File: config.mk
export PLATFORM = sky130hd
export DESIGN_NAME = pipe_stage_reg
export DESIGN_NICKNAME = d
export VERILOG_FILES = /design/src/rtl/pipe_stage_reg.sv
export SDC_FILE = /design/constraint.sdc
export NUM_CORES = 1
export LEC_CHECK = 0
export ABC_CLOCK_PERIOD_IN_PS = 2550
export BUFFER_PORTS_ARGS = -buffer_cell sky130_fd_sc_hd__buf_2
export CORE_MARGIN = 1
export CORE_UTILIZATION = 35
export CTS_BUF_LIST = sky130_fd_sc_hd__clkbuf_8
export CTS_CLUSTER_SIZE = 24
export DETAILED_ROUTE_END_ITERATION = 8
export PLACE_DENSITY = 0.67
export SYNTH_ARGS = -nofsm -noshare
export SYNTH_HDL_FRONTEND = slang
export SYNTH_SLANG_ARGS = --single-unit
File: constraint.sdc
create_clock -name clk -period 2.55 [get_ports clk]
set_input_delay 0.51 -clock clk [delete_from_list [all_inputs] [get_ports clk]]
set_output_delay 0.51 -clock clk [all_outputs]
set_load 0.02 [all_outputs]
File: src/rtl/pipe_stage_reg.sv
// Pipeline inter-stage register for the D/E/M/W boundaries of the MIPS pipeline.
// Supports stall (hold), bubble (NOP keeping PC/BD), flush, Tnew decrement and stall/bubble counters.
module pipe_stage_reg #(
    parameter int          DATA_W   = 64,
    parameter int          CTRL_W   = 24,
    parameter int          TNEW_W   = 2,
    parameter int          TNEW_DEC = 1,
    parameter int          EXC_W    = 5,
    parameter logic [31:0] PC_RST   = 32'h0000_3000,
    parameter int          CNT_W    = 16
) (
    input  logic              clk,
    input  logic              reset,
    input  logic              flush_i,
    input  logic              stall_i,
    input  logic              bubble_i,
    input  logic              cnt_clr_i,
    input  logic              in_valid,
    input  logic [31:0]       in_pc,
    input  logic [31:0]       in_instr,
    input  logic [DATA_W-1:0] in_data,
    input  logic [CTRL_W-1:0] in_ctrl,
    input  logic [TNEW_W-1:0] in_tnew,
    input  logic [4:0]        in_a3,
    input  logic [EXC_W-1:0]  in_exc,
    input  logic              in_bd,
    output logic              out_valid,
    output logic [31:0]       out_pc,
    output logic [31:0]       out_instr,
    output logic [DATA_W-1:0] out_data,
    output logic [CTRL_W-1:0] out_ctrl,
    output logic [TNEW_W-1:0] out_tnew,
    output logic [4:0]        out_a3,
    output logic [EXC_W-1:0]  out_exc,
    output logic              out_bd,
    output logic              out_exc_pend,
    output logic [CNT_W-1:0]  stall_cnt,
    output logic [CNT_W-1:0]  bubble_cnt
);

    logic [TNEW_W-1:0] tnew_next;

    // Comparison is done at full integer width so a large TNEW_DEC still saturates instead of wrapping.
    always_comb begin
        tnew_next = '0;
        if (32'(in_tnew) > 32'(TNEW_DEC))
            tnew_next = in_tnew - TNEW_DEC[TNEW_W-1:0];
    end

    always_ff @(posedge clk) begin
        if (reset) begin
            out_valid  <= 1'b0;
            out_pc     <= PC_RST;
            out_instr  <= '0;
            out_data   <= '0;
            out_ctrl   <= '0;
            out_tnew   <= '0;
            out_a3     <= '0;
            out_exc    <= '0;
            out_bd     <= 1'b0;
            stall_cnt  <= '0;
            bubble_cnt <= '0;
        end else begin
            if (flush_i) begin
                out_valid <= 1'b0;
                out_pc    <= PC_RST;
                out_instr <= '0;
                out_data  <= '0;
                out_ctrl  <= '0;
                out_tnew  <= '0;
                out_a3    <= '0;
                out_exc   <= '0;
                out_bd    <= 1'b0;
            end else if (stall_i) begin
                out_valid <= out_valid;
            end else if (bubble_i) begin
                out_valid <= 1'b0;
                out_pc    <= in_pc;
                out_instr <= '0;
                out_data  <= '0;
                out_ctrl  <= '0;
                out_tnew  <= '0;
                out_a3    <= '0;
                out_exc   <= '0;
                out_bd    <= in_bd;
            end else begin
                out_valid <= in_valid;
                out_pc    <= in_pc;
                out_instr <= in_instr;
                out_data  <= in_data;
                out_ctrl  <= in_ctrl;
                out_tnew  <= tnew_next;
                out_a3    <= in_a3;
                out_exc   <= in_valid ? in_exc : '0;
                out_bd    <= in_bd;
            end

            // A clear wins over any increment requested in the same cycle.
            if (cnt_clr_i) begin
                stall_cnt  <= '0;
                bubble_cnt <= '0;
            end else if (!flush_i) begin
                if (stall_i) begin
                    if (stall_cnt != '1)
                        stall_cnt <= stall_cnt + 1'b1;
                end else if (bubble_i) begin
                    if (bubble_cnt != '1)
                        bubble_cnt <= bubble_cnt + 1'b1;
                end
            end
        end
    end

    assign out_exc_pend = out_valid && (out_exc != '0);

endmodule

==> results of run 1 <==
synthesized netlist by cell type, types with 2 or more instances:
cell type,instances
nor4_1,3
or3_1,11
inv_1,4
o41ai_1,4
clkbuf_1,47
or2_2,2
o21ai_0,12
mux2i_1,34
nand3_1,11
dfxtp_1,198
buf_1,9
nand2_1,19
a21oi_1,29
o311ai_0,2
o31ai_1,10
nor2_1,165
nor2b_1,2
a22oi_1,124
and3_1,8
nor3_1,3
nand3b_1,6
a31o_2,2
and4_1,5
o211ai_1,8
o21a_1,2
or4_1,8
nand4_1,14
ha_1,2
power by group:
part	switching, mW	internal (mW)	total (mW)
logic	0.335	0.242	0.577
clock network	1.24	0.736	1.97
registers	0.0298	3.15	3.18
cells by family (layout without fill, tap and decap cells):
group,after synthesis,count (layout),synth area share
buf+inv,62,418,0.0335
compound gates,198,198,0.195
fa+ha+maj,2,2,0.00347
flops,198,198,0.550
mux,34,34,0.0472
simple gates,265,265,0.172
per-stage QoR:
| stage | total power, mW | worst slack (ns) | std cells | util | instance area (um2) |
|---|---|---|---|---|---|
| 2_1_floorplan | 3.56 | 0.527 | 759 | - | 7210 |
| 3_3_place_gp | 3.82 | 0.368 | 1353 | 0.462 | 9340 |
| 3_5_place_dp | 3.83 | 0.344 | 1353 | 0.462 | 9340 |
| 4_1_cts | 5.80 | 0.343 | 1385 | 0.481 | 9730 |
| 5_1_grt | 5.98 | 0.312 | 1385 | 0.481 | 9730 |
| 6_report | 5.73 | 0.389 | 1385 | 0.481 | 9730 |
state kept, by name, summed over array words and instances, names as in the netlist, 2 cells and up:
register,flops
out_data,64
out_instr,32
out_pc,32
out_ctrl,24
bubble_cnt,16
stall_cnt,16
out_a3,5
out_exc,5
out_tnew,2
layer usage:
metal | up-vias | track usage | wire (um)
li1 | 3440 | - | -
met3 | 27 | 0.0533 | 1400
met5 | - | 0 | 0
met2 | 247 | 0.331 | 10400
met1 | 3345 | 0.243 | 9350
met4 | 0 | 0.0705 | 406
area by class of cell:
class	count	share of cell area
Sequential cell	198	0.407
Timing Repair Buffer	382	0.207
Multi-Input combinational cell	499	0.310
Inverter	4	0.00154
Tap cell	270	0.0347
Clock inverter	15	0.0156
Clock buffer	17	0.0241
path summary, 6_finish.rpt:
path                                                start  slack (ns)                    endpoint
worst max-delay path              out_exc[4]$_SDFFE_PP0N_        0.39                out_exc_pend
worst min-delay path                            in_pc[12]        0.27     out_pc[12]$_SDFFE_PP1N_
worst max register to register  stall_cnt[2]$_SDFFE_PP0P_        0.72  stall_cnt[11]$_SDFFE_PP0P_
worst min register to register    out_pc[12]$_SDFFE_PP1N_        0.49     out_pc[12]$_SDFFE_PP1N_
critical path, delay by kind of cell (launching register included):
family | cells | cell delay, ns
AOI/OAI and AO/OA | 1 | 0.17
DFF | 1 | 0.35
buffers and inverters | 1 | 0.16
and+or+nand+nor | 1 | 0.51
==> results.py, run 1 <==
metrics = {
    "run_status": {
        "status": "finished clean",
    },
    "final_layout": {
        "drive_gt1_frac": 0.378,
        "area_delta_synth_final_pct": 34.9,
        "n_fill_cell": 1964,
        "regArea_um2": 3960,
        "multiInputGateArea_um2": 3020,
        "final_nets": 1276,
        "final_common_cell": "buf_2",
        "final_cell_mix": "buf_2 (369), dfxtp_1 (198), nor2_1 (164)",
        "num_antenna_cells": 0,
    },
    "yosys": {
        "yosysWarnings": 0,
        "synth-edff-count": 0,
        "yosys_register_bits": 198,
        "seq_area_frac_synth": 0.550,
        "avgSynthCellArea_um2": 9.50,
        "syn_nets": 933,
        "netlist_area_um2": 7210,
        "synth_cell_types": 43,
        "netlist_top_cells_area": "dfxtp_1 (55%), a22oi_1 (13%), nor2_1 (8.6%)",
        "yosysTopAreaCellShare": 0.550,
        "synth_flop_cell": "dfxtp_1",
        "synth_top_area_cell": "dfxtp_1",
        "syn_inst": 759,
        "synthArstFlopShare": 0,
    },
    "setup_path": {
        "endpoint_kind": "primary output",
        "rr_worst_depth": 4,
        "crit_fanout": 3,
        "cpPeakStageDelay_ns": 0.51,
        "worstPathArrival_ns": 1.65,
        "required_ns": 2.04,
        "cp_slowest_cell": "or4_1",
        "critical_path_class": "register to primary output",
        "crit_chain": "or4_1 -> o21a_1 -> buf_2",
        "start_kind": "register",
    },
    "timing": {
        "setup_viol": 0,
        "min_period_ns": 2.16,
        "fmax_mhz": 463,
        "timing.setup.tns_ns": 0,
        "slew_headroom": 0.536,
        "final-max-slew-violation-count": 0,
        "fin_skew_ns": 0.0169,
        "fin_worst_hold_slack_ns": 0.272,
        "rsz0062_at_grt": "no",
        "min_period_over_period": 0.847,
        "final-hold-violation-count": 0,
        "tightest_slew_ns": 0.696,
    },
    "routing": {
        "drt_first_pass_iters": 5,
        "vias_per_cell": 5.10,
        "wl_per_cell_um": 15.6,
        "drtIter0Drc": 385,
        "ant_nets": 0,
        "vias": 7059,
        "wl_mm": 21.6,
        "drc_errors": 0,
    },
    "die": {
        "dieArea_um2": 21200,
        "die_w_um": 146,
        "core-area_um2": 20200,
        "initial_core_util": 0.356,
        "die_y_um": 146,
        "num_rows": 52,
        "ios": 371,
    },
    "global_routing": {
        "track_usage": 0.197,
        "antenna_found_initial": 0,
        "grt_max_degree": 118,
        "grt_pass1_vias": 6499,
        "globalRoute.totalOverflow": 0,
        "grt_pass1_wl_mm": 33.7,
    },
    "placed_design": {
        "gp_congestion": 0.819,
        "port_buffers": 370,
        "hpwlAfterDp_mm": 15.3,
    },
    "power_and_ir_drop": {
        "p_per_area_nw_per_um2": 589,
        "ir_drop_v": 0.000303,
        "cellLeakagePower_nw": 4.46,
    },
    "clock_tree": {
        "cts_resized": 0,
        "cts_max_level": 4,
        "post-cts-setup-buffers": 0,
        "clk_latency_ns": 0.45,
        "cts_buffer_depth": 2,
        "cts-root-buf": "clkbuf_8",
        "cts_tree": "yes",
        "cts_hold_buffers": 0,
        "cts_buffers": 17,
        "clkTransAtPathRegs_ns": 0.12,
        "clock_sinks": 198,
    },
    "min_path": {
        "holdPathStages": 3,
        "hp-class": "input pin to register",
    },
    "run": {
        "drv_cap": 0,
    },
}
No activity file was read; power rests on OpenSTA's default activity.
==> run 2, diff against run 1 <==
Settings changed: ABC_AREA set to 1, ABC_CLOCK_PERIOD_IN_PS 2550 to 2300.
Clock period 2.55 ns to 2.3 ns, I/O delays scaled along.
==> run 2 against run 1 <==
- worst setup slack got worse by 0.12 ns
- synthesized cell count rose by 34%
- global-route usage rose by 0.21 points
- core utilization fell by 0.94 points
- clock skew fell by 0.0055 ns
- count of clock-buffer cells in the layout did not move
- sequential power rose by 11%
- critical path type unchanged
- critical endpoint unchanged
==> results.py, run 2 <==
metrics = {
    "die": {
        "dieArea_um2": 22100,
        "die_w_um": 149,
        "num_rows": 53,
        "core-area_um2": 21100,
        "initial_core_util": 0.357,
        "die_y_um": 149,
        "ios": 371,
    },
    "placed_design": {
        "gp_congestion": 0.847,
        "port_buffers": 370,
        "hpwlAfterDp_mm": 16.6,
        "dp.cells": 1611,
    },
    "yosys": {
        "yosysMostFrequentCell": "nand2_1",
        "synthArstFlopShare": 0,
        "yosysWarnings": 0,
        "yosysTopAreaCellShare": 0.526,
        "netlist_area_um2": 7540,
        "seq_area_frac_synth": 0.526,
        "synth_flop_cell": "dfxtp_1",
        "synth_top_area_cell": "dfxtp_1",
        "avgSynthCellArea_um2": 7.41,
        "netlist_top_cells_area": "dfxtp_1 (53%), nand2_1 (20%), a21oi_1 (12%)",
        "yosys_register_bits": 198,
        "syn_inst": 1017,
        "syn_nets": 1191,
        "netlist_top_cells_count": "nand2_1 (402), dfxtp_1 (198), a21oi_1 (183)",
        "synth-edff-count": 0,
        "synth_cell_types": 31,
    },
    "min_path": {
        "holdPathStages": 3,
        "hp-class": "input pin to register",
    },
    "setup_path": {
        "required_ns": 1.84,
        "cpPeakStageDelay_ns": 0.34,
        "start_kind": "register",
        "endpoint_kind": "primary output",
        "crit_fanout": 3,
        "cpLargestDelayFamily": "flip-flops",
        "critical_path_class": "register to primary output",
        "r2r_slack_ns": 0.62,
        "worstPathArrival_ns": 1.57,
        "crit_chain": "or2_2 -> o41ai_1 -> inv_1 -> buf_2",
        "worst-path-buf-inv": 2,
        "rr_worst_depth": 9,
        "crit_cells": 4,
        "cp_slowest_cell": "dfxtp_1",
    },
    "timing": {
        "fin_worst_hold_slack_ns": 0.209,
        "slew_headroom": 0.343,
        "timing.setup.tns_ns": 0,
        "fmax_mhz": 493,
        "rsz0062_at_grt": "no",
        "setup_viol": 0,
        "tightest_slew_ns": 0.985,
        "final-hold-violation-count": 0,
        "min_period_ns": 2.03,
        "final-max-slew-violation-count": 0,
        "fin_skew_ns": 0.0113,
        "min_period_over_period": 0.882,
    },
    "final_layout": {
        "multiInputGateArea_um2": 3200,
        "drive_gt1_frac": 0.314,
        "n_fill_cell": 2175,
        "final_cell_mix": "nand2_1 (402), buf_2 (369), dfxtp_1 (198)",
        "final_common_cell": "nand2_1",
        "final_nets": 1529,
        "fin_util": 0.471,
        "regArea_um2": 3960,
        "largestRegisters": "out_data (64), out_instr (32), out_pc (32)",
        "largest_reg_flops": 64,
        "final_cells": 1645,
        "largest_register": "out_data",
        "area_delta_synth_final_pct": 31.9,
    },
    "clock_tree": {
        "post-cts-setup-buffers": 0,
        "clock_sinks": 198,
        "clkTransAtPathRegs_ns": 0.10,
        "clk_latency_ns": 0.46,
        "cts_max_level": 4,
        "cts_resized": 0,
        "cts_hold_buffers": 0,
        "cts-root-buf": "clkbuf_8",
        "cts_buffers": 17,
        "cts_buffer_depth": 2,
        "cts_tree": "yes",
    },
    "global_routing": {
        "gr-usage-met2": 0.331,
        "track_usage": 0.199,
        "grt_pass1_wl_mm": 34.9,
        "antenna_found_initial": 4,
        "grt_max_degree": 138,
        "met1_usage": 0.252,
        "globalRoute.totalOverflow": 0,
        "grt_pass1_vias": 6579,
        "grt_use_met3": 0.0505,
        "grt.busiest_layer": "met2",
    },
    "routing": {
        "wl_per_cell_um": 14.3,
        "vias": 7725,
        "drt_first_pass_iters": 5,
        "drc_errors": 0,
        "vias_per_cell": 4.70,
        "drtIter0Drc": 413,
        "ant_nets": 0,
        "wl_mm": 23.5,
    },
    "power_and_ir_drop": {
        "pwr-share-clk": 0.343,
        "ir_drop_v": 0.000418,
        "cellLeakagePower_nw": 4.49,
        "power_report.internal_total_mw": 4.52,
        "comb_power_share": 0.098,
        "fin_total_pwr_mw": 6.31,
        "p_switching_mw": 1.79,
        "switching_share": 0.284,
        "p_per_area_nw_per_um2": 635,
        "seqPwrFrac": 0.560,
    },
    "run": {
        "drv_cap": 0,
    },
    "run_status": {
        "status": "finished clean",
    },
}
-- run 2: changes by cell type in the layout (fill, tap and decap cells not counted), moves of 10 or more --
| cell | change |
|---|---|
| nor2_1 | -97 |
| o31ai_1 | -10 |
| mux2i_1 | -34 |
| nand2_1 | +383 |
| or3_1 | -11 |
| inv_1 | +21 |
| a22oi_1 | -124 |
| nand3_1 | +22 |
| a21oi_1 | +154 |
-- run 2: area by class of cell --
class                   count  area share
multi-input cells         734       0.322
clock inverters            14      0.0140
flip-flops and latches    198       0.399
repair buffers            376       0.195
clock buffers              17      0.0235
diodes                      3    0.000755
well taps                 275      0.0346
inverters                  28      0.0116
-- run 2: worst reg2reg max path: cells and delay by family (launching register included) --
kind | cells | cell delay [ns]
flops | 1 | 0.36
fa+ha+maj | 1 | 0.24
simple gates | 8 | 1.00
-- run 2: per-layer routing --
layer | wire [um] | vias to the layer above
met5 | 13 | -
met2 | 11600 | 251
li1 | - | 3932
met3 | 1540 | 22
met4 | 352 | 2
met1 | 9930 | 3518
-- run 2: path summary, 6_finish.rpt --
path	end	start
setup / recovery	out_exc_pend	out_exc[4]$_SDFFE_PP0N_
hold / removal	out_pc[12]$_SDFFE_PP1N_	in_pc[12]
setup reg to reg	bubble_cnt[0]$_SDFFE_PP0P_	bubble_cnt[0]$_SDFFE_PP0P_
hold reg to reg	out_pc[22]$_SDFFE_PP0N_	out_pc[22]$_SDFFE_PP0N_
-- run 2: power by group through the flow --
| stage | Combinational, mW | Clock, mW | Sequential [mW] |
|---|---|---|---|
| after floorplan | 0.248 | 0 | 3.69 |
| after global placement | 0.618 | 0 | 3.61 |
| after detailed placement | 0.621 | 0 | 3.61 |
| after CTS | 0.622 | 2.25 | 3.53 |
| after global routing | 0.672 | 2.39 | 3.54 |
| final | 0.616 | 2.16 | 3.53 |
-- run 2: logic make-up (layout without fill, tap and decap cells) --
| logic type | after synthesis | in the layout | share of synthesized area |
|---|---|---|---|
| simple gates | 534 | 534 | 0.287 |
| flops | 198 | 198 | 0.526 |
| compound gates | 193 | 193 | 0.129 |
| buf+inv | 85 | 435 | 0.0493 |
| xor+xnor | 5 | 5 | 0.00581 |
| fa+ha+maj | 2 | 2 | 0.00332 |
| other cells | 0 | 3 | 0 |
-- run 2: stage by stage --
stage / cell area, um2 / worst slack (ns)
2_1_floorplan: 7540 / 0.716
3_3_place_gp: 9560 / 0.383
3_5_place_dp: 9560 / 0.332
4_1_cts: 9930 / 0.211
5_1_grt: 9940 / 0.188
6_report: 9940 / 0.272
==> run 3, diff against run 2 <==
Settings changed: ABC_CLOCK_PERIOD_IN_PS 2300 to 1800, PLACE_DENSITY 0.67 to 0.69, RECOVER_POWER set to 100, SKIP_LAST_GASP set to 1.
Clock period 2.3 ns to 1.8 ns, I/O delays scaled along.
==> run 3 against run 2 <==
- the flow now finishes with violations (negative setup slack)
- first-iteration DRC count is 13% lower
- worst hold slack worse by 0.10 ns
- combinational power is 26% higher
- routed wire length is 1.8% lower
- register-to-register slack worse by 0.52 ns
- final cell count is 0.55% higher
- critical endpoint unchanged
==> results.py, run 3 (synthesis results as in run 2) <==
metrics = {
    "timing": {
        "fmax_mhz": 538,
        "rsz0062_at_grt": "yes",
        "min_period_over_period": 1.03,
        "timing.setup.tns_ns": -0.0597,
        "fin_worst_hold_slack_ns": 0.107,
        "min_period_ns": 1.86,
        "fin_skew_ns": 0.0138,
        "setup_viol": 1,
        "final-max-slew-violation-count": 0,
        "tightest_slew_ns": 0.943,
        "final-hold-violation-count": 0,
        "fin_ws_ns": -0.0597,
        "slew_headroom": 0.371,
    },
    "routing": {
        "wl_per_cell_um": 13.9,
        "drt_first_pass_iters": 5,
        "wl_mm": 23.1,
        "drc_errors": 0,
        "vias": 7706,
        "vias_per_cell": 4.66,
        "ant_nets": 0,
        "drtIter0Drc": 359,
    },
    "setup_path": {
        "cp_slowest_cell": "dfxtp_2",
        "crit_fanout": 2,
        "crit_chain": "or2_2 -> o41ai_2 -> inv_1 -> buf_6",
        "critical_path_class": "register to primary output",
        "cpPeakStageDelay_ns": 0.33,
        "worstPathArrival_ns": 1.50,
        "start_kind": "register",
        "endpoint_kind": "primary output",
        "required_ns": 1.44,
    },
    "global_routing": {
        "grt_pass1_wl_mm": 34.9,
        "grt_pass1_vias": 6849,
        "grt_max_degree": 85,
        "globalRoute.totalOverflow": 0,
        "antenna_found_initial": 1,
        "track_usage": 0.199,
    },
    "clock_tree": {
        "cts_buffer_depth": 2,
        "cts-root-buf": "clkbuf_8",
        "clkTransAtPathRegs_ns": 0.10,
        "cts_buffers": 17,
        "clock_sinks": 198,
        "cts_tree": "yes",
        "clk_latency_ns": 0.47,
        "cts_max_level": 4,
        "cts_hold_buffers": 0,
    },
    "final_layout": {
        "final_nets": 1540,
        "area_delta_synth_final_pct": 30.5,
        "fin_util": 0.467,
        "n_fill_cell": 2319,
        "final_area_um2": 9840,
        "final_cell_mix": "nand2_1 (404), clkbuf_1 (198), dfxtp_1 (197)",
        "num_antenna_cells": 0,
        "drive_gt1_frac": 0.173,
        "final_cells": 1654,
        "final_common_cell": "nand2_1",
        "largest_register": "out_data",
        "largest_reg_flops": 64,
        "largestRegisters": "out_data (64), out_instr (32), out_pc (32)",
    },
    "die": {
        "ios": 371,
        "num_rows": 53,
        "core-area_um2": 21100,
        "dieArea_um2": 22100,
        "die_y_um": 149,
        "initial_core_util": 0.357,
        "die_w_um": 149,
    },
    "power_and_ir_drop": {
        "ir_drop_v": 0.000474,
        "fin_total_pwr_mw": 8.19,
        "p_per_area_nw_per_um2": 833,
        "power_report.internal_total_mw": 5.82,
        "cellLeakagePower_nw": 3.75,
        "switching_share": 0.290,
        "comb_power_share": 0.095,
        "p_switching_mw": 2.37,
        "seqPwrFrac": 0.551,
        "pwr-share-clk": 0.354,
    },
    "placed_design": {
        "dp.cells": 1621,
        "pre_cts_ws_ns": 0.278,
        "gp_congestion": 0.868,
        "hpwlAfterDp_mm": 16.5,
        "port_buffers": 370,
        "postPlaceCellArea_um2": 9700,
    },
    "run_status": {
        "violations": "negative setup slack",
        "status": "finished with violations",
    },
    "run": {
        "drv_cap": 0,
    },
    "min_path": {
        "hp-class": "input pin to register",
    },
}
## run 3: cell count changes in the layout (fill, tap and decap cells not counted), moves of 3 or more
cell	change
buf_2	-198
clkbuf_1	+198
buf_12	+3
buf_4	+3
clkinv_8	+3
diode_2	-3
nor2_1	+3
## run 3: critical path, delay by kind of cell (launching register included)
kind                   cells  cell delay (ns)
AOI/OAI and AO/OA          1             0.19
and+or+nand+nor            1             0.29
DFF                        1             0.33
buffers and inverters      2             0.22
## run 3: final timing paths
kind,slack (ns),endpoint,startpoint,cells past startpoint
min,0.11,out_pc[12]$_SDFFE_PP1N_,in_pc[12],3
min reg2reg,0.47,out_data[7]$_SDFFE_PP0N_,out_data[7]$_SDFFE_PP0N_,2
max reg2reg,0.10,stall_cnt[14]$_SDFFE_PP0P_,stall_cnt[0]$_SDFFE_PP0P_,10
max,-0.06,out_exc_pend,out_exc[4]$_SDFFE_PP0N_,4
## run 3: metal layers
layer / vias up / part of all wire / global-route usage
met3: 27 / 0.074 / 0.0609
met5: - / 0.00056 / 0
met4: 2 / 0.015 / 0.0602
met1: 3467 / 0.42 / 0.244
met2: 258 / 0.49 / 0.334
li1: 3952 / - / -
## run 3: area by class of cell
class                           count  area, um2  share of cell area
Clock inverter                     15        181              0.0184
Multi-Input combinational cell    734       3190               0.324
Tap cell                          275        344              0.0350
Inverter                           28        115              0.0117
Sequential cell                   198       3970               0.403
Timing Repair Buffer              387       1810               0.184
Clock buffer                       17        234              0.0238
## run 3: repair_timing
| item | 4_1_cts | 5_1_grt |
|---|---|---|
| resized for setup | 4 | 0 |
| endpoints found under the hold margin | 0 | 0 |
| setup endpoints to repair | 1 | 1 |
| buffers inserted | 1 | 0 |
## run 3: power by group through the flow
stage | Combinational, mW | Sequential (mW) | Clock, mW
global placement | 0.811 | 4.61 | 0
CTS | 0.819 | 4.51 | 3.00
floorplan | 0.317 | 4.72 | 0
global route | 0.858 | 4.53 | 3.19
detailed placement | 0.816 | 4.61 | 0
finish | 0.777 | 4.51 | 2.90
